## src/rtl/spi_wr_pkg.sv

```systemverilog
// Shared types and constants for the SPI frame writer: FSM state encoding,
// default geometry and the bit-counter width helper.
package spi_wr_pkg;

  typedef enum logic [1:0] {
    IDLE  = 2'd0,
    RECV  = 2'd1,
    FLUSH = 2'd2
  } state_t;

  localparam int DATA_WL_DEF  = 28;
  localparam int FRAME_WL_DEF = 32;
  localparam int DEPTH_DEF    = 36;

  // Width of a counter indexing 0..frame_wl-1; never narrower than one bit.
  function automatic int bit_cnt_wl(input int frame_wl);
    return (frame_wl > 1) ? $clog2(frame_wl) : 1;
  endfunction

endpackage

```

## src/rtl/spi_shift_deser.sv

```systemverilog
// Serial-to-parallel core: shift register, frame bit counter and word-ready pulse.
// Optional parity check on frame bit DATA_WL when SPI_FRAME_WRITER_PARITY_EN is defined.
module spi_shift_deser
  import spi_wr_pkg::*;
#(
  parameter int DATA_WL   = DATA_WL_DEF,
  parameter int FRAME_WL  = FRAME_WL_DEF,
  parameter int LSB_FIRST = 0
) (
  input  logic               clk,
  input  logic               rst_n,
  input  logic               clr,
  input  logic               start,
  input  logic               take,
  input  logic               mosi,
  output logic               word_hit,
  output logic               word_rdy,
  output logic [DATA_WL-1:0] word
`ifdef SPI_FRAME_WRITER_PARITY_EN
  ,
  output logic               par_err
`endif
);

  localparam int CNT_WL = bit_cnt_wl(FRAME_WL);

  logic [CNT_WL-1:0]  cnt;
  logic [CNT_WL-1:0]  cnt_base;
  logic [CNT_WL-1:0]  cnt_next;
  logic [DATA_WL-1:0] sr;
  logic [DATA_WL-1:0] sr_next;

`ifdef SPI_FRAME_WRITER_PARITY_EN
  logic par_next;

  // Even parity: the check bit equals the XOR of all data bits.
  function automatic logic even_par(input logic [DATA_WL-1:0] w);
    return ^w;
  endfunction
`endif

  // Next counter/shift values; a start discards the partial frame so a coincident bit is index 0.
  always_comb begin
    cnt_base = start ? '0 : cnt;
    cnt_next = cnt_base;
    sr_next  = sr;
    word_hit = take && (int'(cnt_base) == DATA_WL - 1);
    if (take) begin
      if (int'(cnt_base) == FRAME_WL - 1) begin
        cnt_next = '0;
      end else begin
        cnt_next = cnt_base + CNT_WL'(1);
      end
      if (int'(cnt_base) < DATA_WL) begin
        if (LSB_FIRST != 0) begin
          sr_next = {mosi, sr[DATA_WL-1:1]};
        end else begin
          sr_next = {sr[DATA_WL-2:0], mosi};
        end
      end else begin
        sr_next = sr;
      end
    end else begin
      cnt_next = cnt_base;
    end
  end

`ifdef SPI_FRAME_WRITER_PARITY_EN
  // Sticky parity flag; the word under test was latched when its last data bit arrived.
  always_comb begin
    par_next = start ? 1'b0 : par_err;
    if (take && (int'(cnt_base) == DATA_WL) && (mosi != even_par(word))) begin
      par_next = 1'b1;
    end else begin
      par_next = par_next;
    end
  end
`endif

  // Shift state and the registered word/ready outputs.
  always_ff @(posedge clk or negedge rst_n) begin
    if (!rst_n) begin
      cnt      <= '0;
      sr       <= '0;
      word     <= '0;
      word_rdy <= 1'b0;
`ifdef SPI_FRAME_WRITER_PARITY_EN
      par_err  <= 1'b0;
`endif
    end else if (clr) begin
      cnt      <= '0;
      sr       <= '0;
      word     <= '0;
      word_rdy <= 1'b0;
`ifdef SPI_FRAME_WRITER_PARITY_EN
      par_err  <= 1'b0;
`endif
    end else begin
      cnt      <= cnt_next;
      sr       <= sr_next;
      word_rdy <= word_hit;
      if (word_hit) begin
        word <= sr_next;
      end
`ifdef SPI_FRAME_WRITER_PARITY_EN
      par_err  <= par_next;
`endif
    end
  end

endmodule

```

## src/rtl/spi_frame_writer.sv

```systemverilog
// SPI frame writer top: FSM, saturating write address and done-delay counter.
// Optional parity checking is enabled with the macro SPI_FRAME_WRITER_PARITY_EN.
module spi_frame_writer
  import spi_wr_pkg::*;
#(
  parameter int DATA_WL   = DATA_WL_DEF,
  parameter int FRAME_WL  = FRAME_WL_DEF,
  parameter int DEPTH     = DEPTH_DEF,
  parameter int ADDR_WL   = 6,
  parameter int DONE_DLY  = 2,
  parameter int LSB_FIRST = 0
) (
  input  logic               iCLK,
  input  logic               iRSTn,
  input  logic               iCLR,
  input  logic               iSTART,
  input  logic               iEN,
  input  logic               iMOSI,
  output logic [DATA_WL-1:0] oDATA,
  output logic               oWr_EN,
  output logic [ADDR_WL-1:0] oWr_ADDR,
  output logic               oWr_DONE,
  output logic               oBUSY
`ifdef SPI_FRAME_WRITER_PARITY_EN
  ,
  output logic               oPAR_ERR
`endif
);

  localparam int                 FL_WL   = $clog2(DONE_DLY + 2);
  localparam logic [ADDR_WL-1:0] LAST    = ADDR_WL'(DEPTH - 1);
  localparam logic [FL_WL-1:0]   FL_DONE = FL_WL'(DONE_DLY);
  localparam logic [FL_WL-1:0]   FL_END  = FL_WL'(DONE_DLY + 1);

  state_t             state;
  state_t             state_n;
  state_t             st_base;
  logic [ADDR_WL-1:0] addr;
  logic [ADDR_WL-1:0] addr_n;
  logic [FL_WL-1:0]   flush;
  logic [FL_WL-1:0]   flush_n;
  logic               done;
  logic               done_n;
  logic               take;
  logic               word_hit;

  // Bits count only while receiving, or when a start makes them the first bit of a new image.
  assign take = iEN && ((state == RECV) || iSTART);

  spi_shift_deser #(
    .DATA_WL  (DATA_WL),
    .FRAME_WL (FRAME_WL),
    .LSB_FIRST(LSB_FIRST)
  ) u_deser (
    .clk     (iCLK),
    .rst_n   (iRSTn),
    .clr     (iCLR),
    .start   (iSTART),
    .take    (take),
    .mosi    (iMOSI),
    .word_hit(word_hit),
    .word_rdy(oWr_EN),
    .word    (oDATA)
`ifdef SPI_FRAME_WRITER_PARITY_EN
    ,
    .par_err (oPAR_ERR)
`endif
  );

  // Next state, address and flush timing; a start behaves like entering RECV from scratch.
  always_comb begin
    state_n = state;
    flush_n = '0;
    done_n  = 1'b0;
    st_base = state;
    addr_n  = addr;
    if (iSTART) begin
      st_base = RECV;
      addr_n  = '0;
    end else if (oWr_EN && (addr != LAST)) begin
      addr_n = addr + ADDR_WL'(1);
    end else begin
      addr_n = addr;
    end
    case (st_base)
      IDLE: begin
        state_n = IDLE;
      end
      RECV: begin
        if (word_hit && (addr_n == LAST)) begin
          state_n = FLUSH;
        end else begin
          state_n = RECV;
        end
      end
      FLUSH: begin
        if (flush == FL_END) begin
          state_n = IDLE;
        end else begin
          state_n = FLUSH;
          flush_n = flush + FL_WL'(1);
          done_n  = (flush == FL_DONE);
        end
      end
      default: begin
        state_n = IDLE;
      end
    endcase
  end

  // Control registers.
  always_ff @(posedge iCLK or negedge iRSTn) begin
    if (!iRSTn) begin
      state <= IDLE;
      addr  <= '0;
      flush <= '0;
      done  <= 1'b0;
    end else if (iCLR) begin
      state <= IDLE;
      addr  <= '0;
      flush <= '0;
      done  <= 1'b0;
    end else begin
      state <= state_n;
      addr  <= addr_n;
      flush <= flush_n;
      done  <= done_n;
    end
  end

  assign oWr_ADDR = addr;
  assign oWr_DONE = done;
  assign oBUSY    = (state != IDLE);

endmodule

```

## config.mk

```make
export PLATFORM = sky130hd
export DESIGN_NAME = spi_frame_writer
export DESIGN_NICKNAME = d
export VERILOG_FILES = /design/src/rtl/spi_wr_pkg.sv /design/src/rtl/spi_shift_deser.sv /design/src/rtl/spi_frame_writer.sv
export SDC_FILE = /design/constraint.sdc
export NUM_CORES = 1
export LEC_CHECK = 0
export ABC_AREA = 1
export ABC_CLOCK_PERIOD_IN_PS = 3200
export CAP_MARGIN = 20
export CORE_MARGIN = 3
export CORE_UTILIZATION = 51
export CTS_BUF_LIST = sky130_fd_sc_hd__clkbuf_4 sky130_fd_sc_hd__clkbuf_8
export CTS_CLUSTER_DIAMETER = 60
export DETAILED_ROUTE_END_ITERATION = 12
export GPL_ROUTABILITY_DRIVEN = 0
export PLACE_DENSITY = 0.77
export SETUP_SLACK_MARGIN = 0.02
export SLEW_MARGIN = 20
export SYNTH_ARGS = -nofsm -noshare
export SYNTH_HDL_FRONTEND = slang
export SYNTH_SLANG_ARGS = --single-unit
```

## constraint.sdc

```tcl
create_clock -name iCLK -period 3.2 [get_ports iCLK]
set_input_delay 0.64 -clock iCLK [delete_from_list [all_inputs] [get_ports iCLK]]
set_output_delay 0.64 -clock iCLK [all_outputs]
set_load 0.03 [all_outputs]
```

==> impl_metrics.toml, run 1 <==
[sta]
timing.hold.ws_ps = 368
fmax_ghz = 0.430
finalSetupViolCount = 0
maxSlewViolCount = 0
period_minus_slack_ps = 2320
fin_skew_ps = 7.54
maxSlewHeadroom_pct = 48.9
setup_tns_ps = 0
hold_viol_final = 0
period_share_pct = 72.6
rsz0062_at_grt = "no"
tightest_slew_ps = 767

[clock_network]
cts_setup_buffers = 0
ctsResizeCount = 0
clkSinkCount = 73
clk_pin_slew_worst_paths_ps = 80
cts_buffer_depth = 2
cts_root_buf = "clkbuf_8"
htreeDepth = 3
cts_made_buffers = 9
cts_tree = "yes"
hold_buffers = 0
insertion_delay_ps = 340

[synthesis]
avgSynthCellArea_um2 = 9.53
synth_flop_cell = "dfrtp_1"
syn_inst = 361
async_reset_ff_share_pct = 100
synth_edf_count = 0
netlist_area_um2 = 3440
synth_warnings = 0
syn_nets = 374
synth_cell_type_count = 34
ys_seq_area_share_pct = 53.1
synth_seq_cells = 73

[pwr]
peakVddDrop_mv = 0.333
power.density_nw_per_um2 = 485
power_frac_comb_pct = 12.7
p_sw_mw = 0.520
netSwitchingFraction_pct = 26.2
p_clk_share_pct = 37.3
pwr-share-seq_pct = 50.0
p_total_mw = 1.99
cellLeakagePower_nw = 2.00
p_int_mw = 1.47

[setup_path]
critical_path.endpoint_type = "flop"
reg2reg_slack_ps = 1570
cp-start-kind = "input pin"
crit_type = "in -> reg"
crit_arrival_ps = 2580
r2r_start = "state[0]"
worstPathMaxFanout = 28
timing.rr.end = "u_deser.sr[15]"
reg2reg_depth = 7
cp.required_ps = 3460

[routing]
remaining_drc_errors = 0
postRouteAntennaNets = 0
detail_route.wl_per_cell_um = 13.8
wl_mm = 6.74
drt_iter0_drc = 98
avgViaCountPerCell = 5.16
first_pass_iters = 4
vias = 2521

[finish]
antenna_cells = 0
mostFrequentLayoutCell = "nand2_1"
fin_area_um2 = 4090
drive_gt1_share_pct = 18.7
final_cell_mix = "nand2_1, dfrtp_1, clkdlybuf4s50_1"
utilization_pct = 63.4
final_nets = 420
synthToLayoutAreaGrowth_pct = 18.9

[hold_path]
hold_class = "in -> async"

[grt]
antenna_found_initial = 0
grt.total_usage_pct = 19.1
grt_pass1_vias = 2482
gr-total-overflow = 0
grt_pass1_wl_mm = 11.5
grt_max_degree = 42

[floorplan]
num_rows = 29
coreArea_um2 = 6460
die-area_um2 = 7770
start_util_pct = 53.3
ios = 43
die_h_um = 88.2
dieWidth_um = 88.2

[placement]
io_buffers = 42
dp_hpwl_mm = 4.74
placed_area_um2 = 3880

[status]
status = "finished, final reports clean"

[job]
drv_cap = 0
-- cells in the mapped netlist, types with 5 or more instances --
library cell	count	area share, %
buf_6	6	2.0
o21ai_2	8	2.0
o21ai_1	20	2.9
ha_1	7	2.5
nand3_1	9	1.3
nor3_1	6	0.87
nand2_1	91	9.9
nor2_1	37	4.0
nor2_2	12	2.2
dfrtp_1	73	53
inv_1	36	3.9
a21oi_2	5	1.3
o211ai_2	13	4.7
or2_1	7	1.3
-- worst max-delay path, cell delays in order --
cell and delay, ps:
clkdlybuf4s50_1 620, clkinv_4 140, nand2_1 100, inv_1 50
ha_1 230, nand3_4 150, nand2_2 70, inv_2 360
nand2_1 100, o21ai_1 110
-- area by class of cell --
class	instances	area, um^2
fill	550	2370
sequential	73	1830
multi-input combinational	235	1330
timing repair buffer	49	480
clock buffer	12	159
inverter	39	154
tap	77	96.3
clock inverter	4	51.3
-- stage by stage --
step / setup WS, ps / std cells
after floorplan: 1330 / 361
after global placement: 623 / 473
after detailed placement: 527 / 473
after CTS: 869 / 489
after global routing: 670 / 489
final: 877 / 489
-- cells by family after synthesis --
| group | count (synthesis) | synth area share (%) |
|---|---|---|
| buf+inv | 53 | 8.43 |
| flops | 73 | 53.1 |
| compound gates | 52 | 12.5 |
| simple gates | 175 | 23.2 |
| xor+xnor | 1 | 0.254 |
| fa+ha+maj | 7 | 2.54 |
-- worst max path at each step --
stage / start / to / slack (ps) / cells past startpoint
5_1_grt: iSTART / u_deser.word[14] / 670 / 10
2_1_floorplan: iSTART / u_deser.word[15] / 1330 / 11
3_5_place_dp: iSTART / u_deser.word[19] / 530 / 10
3_3_place_gp: iSTART / u_deser.word[18] / 620 / 10
6_report: iSTART / u_deser.word[7] / 880 / 10
4_1_cts: state[0] / oBUSY / 870 / 2
-- sequential cells by signal (all words and copies together), names as in the netlist --
signal	flops
u_deser.sr	28
u_deser.word	28
oWr_ADDR	6
u_deser.cnt	5
flush	2
state	2
oWr_DONE	1
u_deser.word_rdy	1
-- power by group through the flow --
stage | sequential [mW] | combinational [mW] | clock (mW)
after floorplan | 1.04 | 0.145 | 0
after global placement | 1.01 | 0.250 | 0
after detailed placement | 1.01 | 0.255 | 0
after CTS | 0.993 | 0.257 | 0.756
after global routing | 0.997 | 0.280 | 0.796
final | 0.993 | 0.252 | 0.741
-- routing by layer --
metal  share of wire (%)  vias to the layer above  global-route usage [%]  wire (um)
met5                   0                        -                       0          0
met4                 1.5                        0                    7.01         98
met3                 3.4                       10                    3.20        229
met2                  49                       39                    30.6       3270
met1                  47                     1233                    26.4       3140
li1                    -                     1239                       -          -
Note: power is estimated with default switching activity, not from simulation.
==> inputs of run 2 (changes only) <==
--- a/config.mk
+++ b/config.mk
@@ -6,7 +6,7 @@
 export NUM_CORES = 1
 export LEC_CHECK = 0
 export ABC_AREA = 1
-export ABC_CLOCK_PERIOD_IN_PS = 3200
+export ABC_CLOCK_PERIOD_IN_PS = 2000
 export CAP_MARGIN = 20
 export CORE_MARGIN = 3
 export CORE_UTILIZATION = 51
@@ -14,7 +14,7 @@
 export CTS_CLUSTER_DIAMETER = 60
 export DETAILED_ROUTE_END_ITERATION = 12
 export GPL_ROUTABILITY_DRIVEN = 0
-export PLACE_DENSITY = 0.77
+export PLACE_DENSITY = 0.8
 export SETUP_SLACK_MARGIN = 0.02
 export SLEW_MARGIN = 20
 export SYNTH_ARGS = -nofsm -noshare
==> constraint.sdc (replaced) <==
create_clock -name iCLK -period 2 [get_ports iCLK]
set_input_delay 0.4 -clock iCLK [delete_from_list [all_inputs] [get_ports iCLK]]
set_output_delay 0.4 -clock iCLK [all_outputs]
set_load 0.03 [all_outputs]
==> impl_metrics.toml, run 2 (same netlist as run 1, synthesis figures left out) <==
[setup_path]
crit_arrival_ps = 1490
critical_path_buf_inv_count = 1
cp-start-kind = "flop"
r2r_start = "oWr_ADDR[2]"
max_stage_delay_ps = 710
crit_start = "oWr_ADDR[4]"
worst_path_max_delay_cell = "clkdlybuf4s50_1"
worstPathCellList = "clkdlybuf4s50_1"
critPathTopFamily = "buffers and inverters"
crit_type = "reg -> out"
critical_path.endpoint_type = "output pin"
cp.required_ps = 1600
worstPathMaxFanout = 6

[floorplan]
ios = 43
start_util_pct = 53.3
num_rows = 29
die_h_um = 88.2
coreArea_um2 = 6460
die-area_um2 = 7770
dieWidth_um = 88.2

[sta]
maxSlewHeadroom_pct = 73.7
fmax_ghz = 0.529
period_share_pct = 94.5
tightest_slew_ps = 394
maxSlewViolCount = 0
finalSetupViolCount = 0
timing.hold.ws_ps = 51.9
rsz0062_at_grt = "no"
period_minus_slack_ps = 1890
hold_viol_final = 0
fin_skew_ps = 8.28

[routing]
drt_iter0_drc = 168
remaining_drc_errors = 0
dr_wl_met2_mm = 3.32
maxUsedRoutingLayer = "met4"
wl_met3_um = 217
wl_mm = 6.83
vias = 2524
postRouteAntennaNets = 0
avgViaCountPerCell = 4.99
detail_route.wl_per_cell_um = 13.5
first_pass_iters = 4
m1WireLength_mm = 3.17

[hold_path]
hold_class = "in -> async"

[grt]
grt_pass1_vias = 2564
grt_max_degree = 74
antenna_found_initial = 0
gr-total-overflow = 0
grt_pass1_wl_mm = 11.8
grt.total_usage_pct = 20.0

[finish]
filler_cell_count = 508
antenna_cells = 0
drive_gt1_share_pct = 21.9
instances_no_fill = 506
seq_area_um2 = 1830
synthToLayoutAreaGrowth_pct = 24.8
final_cell_mix = "nand2_1, dfrtp_1, clkdlybuf4s50_1"
final_nets = 437
multi_input_area_um2 = 1330
mostFrequentLayoutCell = "nand2_1"

[pwr]
peakVddDrop_mv = 0.542
cellLeakagePower_nw = 2.14
power.density_nw_per_um2 = 771

[clock_network]
cts_tree = "yes"
clkSinkCount = 73
cts_root_buf = "clkbuf_8"
insertion_delay_ps = 350
clk_pin_slew_worst_paths_ps = 80
hold_buffers = 0
htreeDepth = 3
cts_made_buffers = 9
cts_buffer_depth = 2
cts_setup_buffers = 0

[placement]
io_buffers = 42
place_inst = 490
dp_hpwl_mm = 4.72

[status]
status = "finished, final reports clean"

[job]
drv_cap = 0
[run 2: worst register-to-register path: stages (launching register included)]
cell and delay, ps:
dfrtp_1 430, nand2_1 70, nor2_1 230, nand3_1 110, nand2_1 70, inv_1 50
nor2_1 140, nand2_1 70, nor2_1 150, nand3_1 90, a21oi_1 130
[run 2: report_power, final]
| group | leakage (nW) | switching (mW) | total (mW) | internal (mW) |
|---|---|---|---|---|
| logic | 1.04 | 0.268 | 0.441 | 0.173 |
| clock network | 0.106 | 0.554 | 1.28 | 0.728 |
| registers | 0.989 | 0.0434 | 1.59 | 1.55 |
[run 2: through the flow]
step | setup WS [ps] | total power, mW | util, % | area [um^2] | TNS [ps]
6_report | 110 | 3.31 | 66.5 | 4300 | 0
5_1_grt | 52.0 | 3.46 | 66.5 | 4300 | 0
4_1_cts | 67.9 | 3.34 | 66.4 | 4290 | 0
3_5_place_dp | -272 | 2.07 | 63.1 | 4070 | -6270
3_3_place_gp | -153 | 2.05 | 63.1 | 4070 | -2680
2_1_floorplan | 368 | 1.90 | - | 3440 | 0
[run 2: path summary, 6_finish.rpt]
path | depth (start not counted) | end | slack [ps]
min in group iCLK | 1 | flush[0] | 480
max in group asynchronous | 2 | u_deser.sr[13] | 1620
setup reg to reg | 10 | state[1] | 390
hold reg to reg | 1 | flush[0] | 480
setup / recovery | 1 | oWr_ADDR[4] | 110
hold / removal | 2 | u_deser.word[11] | 50
[run 2: layout make-up]
class	count	area share, %
clock buffers	11	3.23
multi-input cells	235	30.8
repair buffers	66	15.7
inverters	39	3.58
well taps	77	2.24
flip-flops and latches	73	42.5
clock inverters	5	1.86
[run 2: repair_timing]
item,in CTS,in global routing
setup endpoints to repair,1,2
hold endpoints to repair,0,0
gates resized for setup,1,2
[run 2: routing by layer]
layer,global-route usage (%),vias up
met5,0,-
met4,9.07,0
met3,5.08,10
met2,31.2,42
met1,26.4,1204
li1,-,1268
